## src/rtl/draw_controller_if.sv

```systemverilog
// draw_controller_if: sprite move requests in, frame-buffer pixel writes out.
//   master : sprite controllers / test driver (drives clear, *_move, coords)
//   slave  : draw_controller (drives x_out, y_out, colour, plot, busy)
interface draw_controller_if;
  logic       clear;
  logic       player_move;
  logic [7:0] player_x;
  logic [6:0] player_y;
  logic       enemy_move;
  logic [7:0] enemy_x;
  logic [6:0] enemy_y;
  logic [2:0] enemy_width;
  logic [2:0] enemy_color;
  logic       bullet_move;
  logic [7:0] bullet_x;
  logic [6:0] bullet_y;
  logic [7:0] x_out;
  logic [6:0] y_out;
  logic [2:0] colour;
  logic       plot;
  logic       busy;

  modport master (
    output clear, player_move, player_x, player_y,
           enemy_move, enemy_x, enemy_y, enemy_width, enemy_color,
           bullet_move, bullet_x, bullet_y,
    input  x_out, y_out, colour, plot, busy
  );

  modport slave (
    input  clear, player_move, player_x, player_y,
           enemy_move, enemy_x, enemy_y, enemy_width, enemy_color,
           bullet_move, bullet_x, bullet_y,
    output x_out, y_out, colour, plot, busy
  );
endinterface

```

## src/rtl/draw_controller.sv

```systemverilog
// draw_controller: pixel-serial sprite renderer feeding the VGA frame buffer.
// Captures player/enemy/bullet move pulses, erases each sprite's previous
// square in background colour, redraws it at the new position (one pixel per
// clock), and runs full-screen clears after reset and on level load.
// Ports:
//   clk    : system clock
//   resetn : synchronous active-low reset (starts a full clear)
//   bus    : draw_controller_if.slave (requests in, pixel writes out)
module draw_controller #(
  parameter int unsigned SCREEN_W     = 160,
  parameter int unsigned SCREEN_H     = 121,
  parameter logic [2:0]  PLAYER_W     = 3'd3,
  parameter logic [2:0]  PLAYER_COLOR = 3'b010,
  parameter logic [2:0]  BULLET_COLOR = 3'b100,
  parameter logic [2:0]  BG_COLOR     = 3'b000
) (
  input  logic              clk,
  input  logic              resetn,
  draw_controller_if.slave  bus
);

  typedef enum logic [2:0] {IDLE, LOAD, ERASE, DRAW, CLEAR} state_t;

  typedef struct packed {
    logic       v;
    logic [2:0] w;
    logic [6:0] y;
    logic [7:0] x;
  } shadow_t;

  localparam logic [1:0] S_P = 2'd0, S_E = 2'd1, S_B = 2'd2;
  localparam logic [7:0] X_LAST = 8'(SCREEN_W - 1);
  localparam logic [6:0] Y_LAST = 7'(SCREEN_H - 1);

  state_t          state;
  logic [1:0]      sel;
  shadow_t [2:0]   sh;
  logic [7:0]      lx;
  logic [6:0]      ly;
  logic [2:0]      lw, lc;
  logic [7:0]      dx;
  logic [6:0]      dy;
  logic [2:0]      pend;
  logic            clear_req;

  // Current square base/size: ERASE walks the shadow, DRAW the latched job.
  logic [7:0] bx;
  logic [6:0] by;
  logic [2:0] bw, wm1, sel_oh, pend_clr, pend_set;
  logic [8:0] px;
  logic [7:0] py;
  logic       on_screen, last, clear_done;

  always_comb begin
    bx         = (state == ERASE) ? sh[sel].x : lx;
    by         = (state == ERASE) ? sh[sel].y : ly;
    bw         = (state == ERASE) ? sh[sel].w : lw;
    wm1        = bw - 3'd1;
    px         = {1'b0, bx} + {1'b0, dx};
    py         = {1'b0, by} + {1'b0, dy};
    on_screen  = (px < 9'(SCREEN_W)) && (py < 8'(SCREEN_H));
    last       = (dx == {5'd0, wm1}) && (dy == {4'd0, wm1});
    clear_done = (state == CLEAR) && (dx == X_LAST) && (dy == Y_LAST);
    sel_oh     = 3'b001 << sel;
    // An abort keeps the flag, so LOAD only consumes it when clear is low.
    pend_clr   = (state == LOAD && !bus.clear) ? sel_oh : 3'b000;
    pend_set   = {bus.bullet_move, bus.enemy_move, bus.player_move};
    if (bus.clear && (state == LOAD || state == ERASE || state == DRAW))
      pend_set = pend_set | sel_oh;
    if (clear_done)
      pend_set = 3'b111;
  end

  always_ff @(posedge clk) begin
    if (!resetn) begin
      state      <= CLEAR;
      sel        <= S_P;
      sh         <= '0;
      lx         <= '0;
      ly         <= '0;
      lw         <= '0;
      lc         <= BG_COLOR;
      dx         <= '0;
      dy         <= '0;
      pend       <= '0;
      clear_req  <= 1'b0;
      bus.x_out  <= '0;
      bus.y_out  <= '0;
      bus.colour <= BG_COLOR;
      bus.plot   <= 1'b0;
      bus.busy   <= 1'b0;
    end else begin
      pend     <= (pend & ~pend_clr) | pend_set;
      bus.plot <= 1'b0;
      bus.busy <= (state != IDLE);
      case (state)
        IDLE: begin
          if (clear_req) begin
            state     <= CLEAR;
            dx        <= '0;
            dy        <= '0;
            clear_req <= 1'b0;
          end else if (pend[0]) begin
            sel <= S_P; state <= LOAD;
          end else if (pend[1]) begin
            sel <= S_E; state <= LOAD;
          end else if (pend[2]) begin
            sel <= S_B; state <= LOAD;
          end
        end
        LOAD: begin
          case (sel)
            S_E: begin
              lx <= bus.enemy_x;  ly <= bus.enemy_y;
              lw <= bus.enemy_width; lc <= bus.enemy_color;
            end
            S_B: begin
              lx <= bus.bullet_x; ly <= bus.bullet_y;
              lw <= 3'd1; lc <= BULLET_COLOR;
            end
            default: begin
              lx <= bus.player_x; ly <= bus.player_y;
              lw <= PLAYER_W; lc <= PLAYER_COLOR;
            end
          endcase
          dx    <= '0;
          dy    <= '0;
          state <= (sh[sel].v && sh[sel].w != 3'd0) ? ERASE : DRAW;
        end
        ERASE, DRAW: begin
          bus.x_out  <= px[7:0];
          bus.y_out  <= py[6:0];
          bus.colour <= (state == ERASE) ? BG_COLOR : lc;
          // Off-screen pixels still take their cycle, just without a write.
          bus.plot   <= on_screen && (bw != 3'd0);
          if (bw == 3'd0 || last) begin
            dx <= '0;
            dy <= '0;
            if (state == ERASE) begin
              state <= DRAW;
            end else begin
              sh[sel] <= '{v: 1'b1, w: lw, y: ly, x: lx};
              state   <= IDLE;
            end
          end else if (dx == {5'd0, wm1}) begin
            dx <= '0;
            dy <= dy + 7'd1;
          end else begin
            dx <= dx + 8'd1;
          end
        end
        CLEAR: begin
          bus.x_out  <= dx;
          bus.y_out  <= dy;
          bus.colour <= BG_COLOR;
          bus.plot   <= 1'b1;
          // A clear during a clear is remembered and run again afterwards.
          if (bus.clear) clear_req <= 1'b1;
          if (clear_done) begin
            dx <= '0;
            dy <= '0;
            for (int i = 0; i < 3; i++) sh[i].v <= 1'b0;
            state <= IDLE;
          end else if (dx == X_LAST) begin
            dx <= '0;
            dy <= dy + 7'd1;
          end else begin
            dx <= dx + 8'd1;
          end
        end
        default: state <= IDLE;
      endcase
      // Level load preempts any job on the very next edge.
      if (bus.clear && state != CLEAR) begin
        state     <= CLEAR;
        dx        <= '0;
        dy        <= '0;
        clear_req <= 1'b0;
      end
    end
  end

endmodule

```

## src/flat_wrapper.sv

```systemverilog
// flat-port wrapper written by rule: the top's interface ports become plain ports
module draw_controller_flat 
#(
  parameter int unsigned SCREEN_W     = 160,
  parameter int unsigned SCREEN_H     = 121,
  parameter logic [2:0]  PLAYER_W     = 3'd3,
  parameter logic [2:0]  PLAYER_COLOR = 3'b010,
  parameter logic [2:0]  BULLET_COLOR = 3'b100,
  parameter logic [2:0]  BG_COLOR     = 3'b000
)
  (clk, resetn, bus_clear, bus_player_move, bus_player_x, bus_player_y, bus_enemy_move, bus_enemy_x, bus_enemy_y, bus_enemy_width, bus_enemy_color, bus_bullet_move, bus_bullet_x, bus_bullet_y, bus_x_out, bus_y_out, bus_colour, bus_plot, bus_busy);
  draw_controller_if bus_i ();
  input  logic clk;
  input  logic resetn;
  input wire logic [$bits(bus_i.clear)-1:0] bus_clear;
  input wire logic [$bits(bus_i.player_move)-1:0] bus_player_move;
  input wire logic [$bits(bus_i.player_x)-1:0] bus_player_x;
  input wire logic [$bits(bus_i.player_y)-1:0] bus_player_y;
  input wire logic [$bits(bus_i.enemy_move)-1:0] bus_enemy_move;
  input wire logic [$bits(bus_i.enemy_x)-1:0] bus_enemy_x;
  input wire logic [$bits(bus_i.enemy_y)-1:0] bus_enemy_y;
  input wire logic [$bits(bus_i.enemy_width)-1:0] bus_enemy_width;
  input wire logic [$bits(bus_i.enemy_color)-1:0] bus_enemy_color;
  input wire logic [$bits(bus_i.bullet_move)-1:0] bus_bullet_move;
  input wire logic [$bits(bus_i.bullet_x)-1:0] bus_bullet_x;
  input wire logic [$bits(bus_i.bullet_y)-1:0] bus_bullet_y;
  output wire logic [$bits(bus_i.x_out)-1:0] bus_x_out;
  output wire logic [$bits(bus_i.y_out)-1:0] bus_y_out;
  output wire logic [$bits(bus_i.colour)-1:0] bus_colour;
  output wire logic [$bits(bus_i.plot)-1:0] bus_plot;
  output wire logic [$bits(bus_i.busy)-1:0] bus_busy;
  assign bus_i.clear = bus_clear;
  assign bus_i.player_move = bus_player_move;
  assign bus_i.player_x = bus_player_x;
  assign bus_i.player_y = bus_player_y;
  assign bus_i.enemy_move = bus_enemy_move;
  assign bus_i.enemy_x = bus_enemy_x;
  assign bus_i.enemy_y = bus_enemy_y;
  assign bus_i.enemy_width = bus_enemy_width;
  assign bus_i.enemy_color = bus_enemy_color;
  assign bus_i.bullet_move = bus_bullet_move;
  assign bus_i.bullet_x = bus_bullet_x;
  assign bus_i.bullet_y = bus_bullet_y;
  assign bus_x_out = bus_i.x_out;
  assign bus_y_out = bus_i.y_out;
  assign bus_colour = bus_i.colour;
  assign bus_plot = bus_i.plot;
  assign bus_busy = bus_i.busy;
  draw_controller #(.SCREEN_W(SCREEN_W), .SCREEN_H(SCREEN_H), .PLAYER_W(PLAYER_W), .PLAYER_COLOR(PLAYER_COLOR), .BULLET_COLOR(BULLET_COLOR), .BG_COLOR(BG_COLOR)) u_core (.clk(clk), .resetn(resetn), .bus(bus_i));
endmodule
```

## config.mk

```make
export PLATFORM = sky130hd
export DESIGN_NAME = draw_controller_flat
export DESIGN_NICKNAME = d
export VERILOG_FILES = /design/src/rtl/draw_controller_if.sv /design/src/rtl/draw_controller.sv /design/src/flat_wrapper.sv
export SDC_FILE = /design/constraint.sdc
export NUM_CORES = 1
export LEC_CHECK = 0
export ABC_CLOCK_PERIOD_IN_PS = 4800
export CAP_MARGIN = 40
export CORE_MARGIN = 5
export CORE_UTILIZATION = 35
export DETAILED_ROUTE_END_ITERATION = 8
export PLACE_DENSITY = 0.52
export SLEW_MARGIN = 20
export SYNTH_ARGS = -nofsm -noshare
export SYNTH_HDL_FRONTEND = slang
export SYNTH_SLANG_ARGS = --single-unit
```

## constraint.sdc

```tcl
create_clock -name clk -period 4.8 [get_ports clk]
set_clock_uncertainty 0.1 [all_clocks]
set_input_delay 0.96 -clock clk [delete_from_list [all_inputs] [get_ports clk]]
set_output_delay 0.96 -clock clk [all_outputs]
set_load 0.02 [all_outputs]
```

[Word-level counts from Yosys, hierarchy flattened]
Cells that the tools add are included.
Operators by class
  add/sub/neg operators: 5
  order comparisons: 4
  equality and inequality tests: 19
  shift operators: 1
  multiplexer cells: 52
  bitwise operators: 7
  reduce and logical (&&, ||, !) cells: 32
Operators with widths (count)
  2-to-1 mux 57 bit: 2
  bitwise mux 57 bit: 1
  2-to-1 mux 8 bit: 6
  2-to-1 mux 7 bit: 6
  binary-select mux 19 bit (select 2 bit): 1
  demux 19 bit (select 2 bit): 1
  2-to-1 mux 19 bit: 2
  2-to-1 mux 3 bit: 11
  one-hot mux 8 bit (2 select lines): 2
  one-hot mux 8 bit (4 select lines): 1
  one-hot mux 7 bit (2 select lines): 2
  one-hot mux 7 bit (4 select lines): 1
  one-hot mux 3 bit (2 select lines): 3
  one-hot mux 3 bit (4 select lines): 1
  nonzero test 3 bit: 4
  logical AND 1 bit: 10
  one-hot mux 1 bit (2 select lines): 5
  adder 8 x 8 -> 9 bit: 1
  less-than comparator 9 x 8 -> 1 bit, second input constant: 1
  AND reduction 3 bit: 3
  adder 7 x 7 -> 8 bit: 1
  adder 8 x 1 -> 8 bit, second input constant: 1
  equality test 8 x 3 -> 1 bit: 1
  equality test 8 bit, second input constant: 1
  33 further kinds: 52
Word-level totals
  bits in registers: 122
  input port bits: 57
  output and inout port bits: 20
  word-level logic and storage cells: 147

[Longest topological paths before layout]
  depth after elaboration: 9
  gate-level depth with buffers: 16

[Worst setup path after synthesis]
No wires, ideal clock.
  kind: register to register
  start point: register u_core.sel[1]
  end point: register u_core.bus.plot
  library setup time: 0.087 ns
  arrival time: 3.573 ns
  required time: 4.613 ns
  path slack: 1.040 ns
  stages on the path, launching flop included: 17
  buffers on the path: 3
  path through: dfxtp_1 > clkbuf_1 > buf_1 > buf_1 > mux2i_1 > nor2_1 > a21oi_1 > o21ai_0 > ha_1 > fa_1 > a21o_1 > a21oi_1 > nor2b_1 > o31a_1 > o21ai_0 > o2111ai_1 > o31ai_1
On the way
  longest elaborated chain between the ends: 8
  elaborated cells on any way between the ends: 13
RTL lines
  start: declaration: line draw_controller.sv:36  | logic [1:0] sel;
  start signal: assignment: line draw_controller.sv:77  | sel <= S_P;
  start signal: assignment: line draw_controller.sv:104  | sel <= S_P; state <= LOAD;
  start signal: assignment: line draw_controller.sv:106  | sel <= S_E; state <= LOAD;
  binary-select mux 19 bit (select 2 bit) (*): line draw_controller.sv:55, draw_controller.sv:56, draw_controller.sv:57
  2-to-1 mux 19 bit (not written as such) (*): line draw_controller.sv:57  | bw = (state == ERASE) ? sh[sel].w : lw;
  2-to-1 mux 8 bit / 2-to-1 mux 7 bit (equally long branches): line draw_controller.sv:55, draw_controller.sv:56
  adder 8 x 8 -> 9 bit / adder 7 x 7 -> 8 bit (equally long branches): line draw_controller.sv:59, draw_controller.sv:60
  less-than comparator 9 x 8 -> 1 bit / less-than comparator 8 x 7 -> 1 bit (equally long branches): line draw_controller.sv:61  | on_screen = (px < 9'(SCREEN_W)) && (py < 8'(SCREEN_H));
  logical AND 1 bit: line draw_controller.sv:61
  logical AND 1 bit (*): line draw_controller.sv:135  | bus.plot <= on_screen && (bw != 3'd0);
  one-hot mux 1 bit (2 select lines) (*): line draw_controller.sv:96  | case (state)
  end signal: assignment: line draw_controller.sv:135
  end: declaration: line draw_controller_if.sv:34  | output x_out, y_out, colour, plot, busy
Mark *: on every way between the ends. The rest lies on a longest branch, timed or not. The select of a mux whose other input is x is not followed.
A chain may end at the register's enable or synchronous reset.

[Worst setup path after layout]
  start point: register u_core.state[1]
  end point: register u_core.dy[4]
On the way
  longest elaborated chain between the ends: 8
  elaborated cells on any way between the ends: 26
RTL lines
  start: declaration: line draw_controller.sv:35  | state_t state;
  start signal: assignment: line draw_controller.sv:128  | state <= (sh[sel].v && sh[sel].w != 3'd0) ? ERASE : DRAW;
  equality test 3 x 2 -> 1 bit: line draw_controller.sv:57, draw_controller.sv:96
  2-to-1 mux 3 bit: line draw_controller.sv:57
  subtractor 3 x 1 -> 3 bit: line draw_controller.sv:58  | wm1 = bw - 3'd1;
  equality test 8 x 3 -> 1 bit / equality test 7 x 3 -> 1 bit (equally long branches): line draw_controller.sv:62, draw_controller.sv:145
  logical AND 1 bit: line draw_controller.sv:62  | last = (dx == {5'd0, wm1}) && (dy == {4'd0, wm1});
  logical OR 1 bit: line draw_controller.sv:136  | if (bw == 3'd0 || last) begin
  != test 3 x 1 -> 1 bit (no source line) / 2-to-1 mux 7 bit (equally long branches)
  AND reduction 4 bit (no source line) / one-hot mux 7 bit (4 select lines) (equally long branches)
  end signal: assignment: line draw_controller.sv:147  | dy <= dy + 7'd1;
  end signal: assignment: line draw_controller.sv:166  | dy <= dy + 7'd1;
  end: declaration: line draw_controller.sv:42  | logic [6:0] dy;
Parallel ways exist; a longest one is shown, timed or not.

==> results by group <==
Status
  – Outcome: complete, no violations

STA
  – Setup repair after global routing missed its margin: false
  – Sum Neg Setup Slack: 0 ps
  – Final Critical Period: 3890 ps
  – Crit share post-route: 81.1%
  – Final hold viol count: 0
  – Max Freq: approximately 260 MHz
  – Slew Viols, Final: 0
  – Worst slew pin tran: 731 ps
  – Worst Slack Setup Final: 909 ps
  – Max-Slew Margin vs Limit: 51.3%
  – Final setup violating endpoints: 0

Critical path
  – Startpoint Class: flop
  – Crit path top cell by count: o211ai_1
  – CP peak stage delay: 620 ps
  – Slowest cell on crit path: dfxtp_1
  – Worst Path Arrival: between 4000 and 5000 ps
  – CP Capture Type: flop
  – Kind of critical path: reg -> reg
  – CP Max Fanout: 14
  – WP data required: 5000 ps
  – R2R setup slack: 910 ps
  – Crit path cell chain: nor3b_2 > o211ai_1 > o21ai_0 > ha_1 > nand2b_1 > mux2i_1 > nor3b_1 > o211ai_1 > o221ai_2 > nor2_1 > a221o_1

CTS
  – Num CTS Buffers: 17
  – # hold bufs at CTS: 0
  – Root Buffer Master: clkbuf_16
  – CTS tree: done
  – H-Tree Depth: 4
  – Cts repair resizes: 0
  – Clock transition at path regs: 60 ps
  – Longest Clk Path Bufs: 2
  – Worst skew pair latency: about 420 ps
  – Clock Sink Count: 122
  – Setup bufs post-CTS: 0

Place
  – Routability Congestion: 0.844
  – Port buffer count: 76
  – Setup slack at placement: ~1000 ps
  – Hpwl dp: 13.2 mm

Run
  – Maxcap violations: 0

Yosys
  – Post-synth EDFFs: 0
  – Syn nets: 883
  – Synthesized area: 6820 um^2
  – Warnings, synthesis: 0
  – Seq/Total Area, Yosys: 35.8%
  – Syn Inst Count: between 800 and 900
  – Synth unique cells: between 50 and 60
  – Fraction of registers with async set/reset: 0%
  – Post-Syn Area per Cell: 8.52 um^2
  – Flops & latches, synth: 122
  – Dominant synthesized flop cell: dfxtp_1

Cells and area
  – Layout cell share with drive strength beyond 1: 6.99%
  – Area grow syn2layout: 23.7%
  – Commonest non-fill, non-tap cell in the layout: dfxtp_1
  – Total Nets Final: 942
  – Antenna Cells: 0
  – Final core utilization: 43.7%
  – Most frequent cells in the layout: dfxtp_1, nand2_1, mux2i_1

Route
  – Routed WL: between 15 and 20 mm
  – WL/cell: about 16 um
  – First-pass DRT Iterations: 4
  – Vias per cell: 5.19
  – ANT nets after route: 0
  – Vias: 5,908
  – DRC: 0
  – Initial DRC count: 308

Power and ir drop
  – Leakage: 2.87 nW
  – Pwr/cell area: 405 nW/um^2
  – Peak supply drop: 234 uV

Worst hold path
  – Worst min-delay path class: reg -> reg

Die
  – Die span in y: 150 um
  – # rows: 51
  – CORE AREA: 19,300 um^2
  – Die area: 22,400 um^2
  – Die Width: 150 um
  – Initial Utilization: 35.3%
  – # IOs: 77

Global routing
  – GR Overflow Total: 0
  – GRT Util Overall: 16.9%
  – Initial antenna violation count: 0
  – Number of global-route vias before repair: 5,797
  – First-pass GRT wire length: 30.2 mm
  – Largest net degree at the start of global routing: 64
cells by family (layout without fill, tap and decap cells):
family                     after synthesis  count (layout)  share of synthesized area (%)
AOI/OAI and AO/OA                      212             212                           21.2
xor gates and xnor gates                12              12                           1.54
adders and majority gates               25              25                           4.80
buffers and inverters                   68             140                           4.31
DFF                                    122             122                           35.8
muxes                                   79              79                           11.6
and+or+nand+nor                        283             283                           20.7
metal layers:
metal / up-vias / global-route usage (%) / wire, um
met1: 2775 / 23.9 / 9000
li1: 2971 / - / -
met4: 0 / 5.90 / 308
met3: 14 / 3.45 / 886
met5: - / 0 / 0
met2: 148 / 25.5 / 8000
worst paths after layout:
kind	from	cells after the start	endpoint
worst max-delay path	u_core.state[1]	11	u_core.dy[4]
worst min-delay path	u_core.bus.y_out[1]	2	u_core.bus.y_out[1]
worst max register to register	u_core.state[1]	11	u_core.dy[4]
worst min register to register	u_core.bus.y_out[1]	2	u_core.bus.y_out[1]
cell usage after synthesis (15+ instances only):
cell type	instances	area, um^2
a21oi_1	46	230
nor2_1	55	206
clkbuf_1	39	146
o21ai_0	33	165
inv_1	15	56.3
mux2i_1	78	781
a22oi_1	30	225
nand3_1	18	90.1
nor2b_1	66	413
a21boi_0	29	218
o211ai_1	18	135
ha_1	23	288
dfxtp_1	122	2440
nand2_1	87	327
report_power, final:
| part | leakage, nW | internal [mW] | switching [mW] | total [mW] |
|---|---|---|---|---|
| Clock | 0.284 | 0.821 | 0.498 | 1.32 |
| Sequential | 0.986 | 1.07 | 0.0939 | 1.17 |
| Combinational | 1.60 | 0.348 | 0.585 | 0.932 |
| Total | 2.87 | 2.24 | 1.18 | 3.42 |
stage by stage:
| stage | hold slack (ps) | power [mW] | area (um^2) | instances |
|---|---|---|---|---|
| 2_1_floorplan | 340 | 1.79 | 6820 | 801 |
| 3_3_place_gp | 355 | 2.08 | 7790 | 1102 |
| 3_5_place_dp | 363 | 2.12 | 7820 | 1105 |
| 4_1_cts | 371 | 3.44 | 8430 | 1137 |
| 5_1_grt | 397 | 3.62 | 8440 | 1138 |
| 6_report | 364 | 3.42 | 8440 | 1138 |
critical path: cells and delay by family, from the launching register on:
family,cells,cell delay (ps)
AOI/OAI and AO/OA,5,1270
adders and majority gates,1,290
DFF,1,620
muxes,1,130
and+or+nand+nor,4,1340
sequential cells by signal (all words and copies together) (netlist names), 7 cells and up:
| signal | count |
|---|---|
| u_core.bus.x_out | 8 |
| u_core.bus.y_out | 7 |
| u_core.dx | 8 |
| u_core.dy | 7 |
| u_core.lx | 8 |
| u_core.ly | 7 |
| u_core.sh | 57 |
cell type report:
cell class / count / area [um^2]
Clock buffer: 19 / 433
Clock inverter: 13 / 170
Fill cell: 1917 / 10900
Inverter: 15 / 56.3
Multi-Input combinational cell: 611 / 4100
Sequential cell: 122 / 2440
Tap cell: 265 / 332
Timing Repair Buffer: 93 / 906
Power figures use the tool's default switching activity.
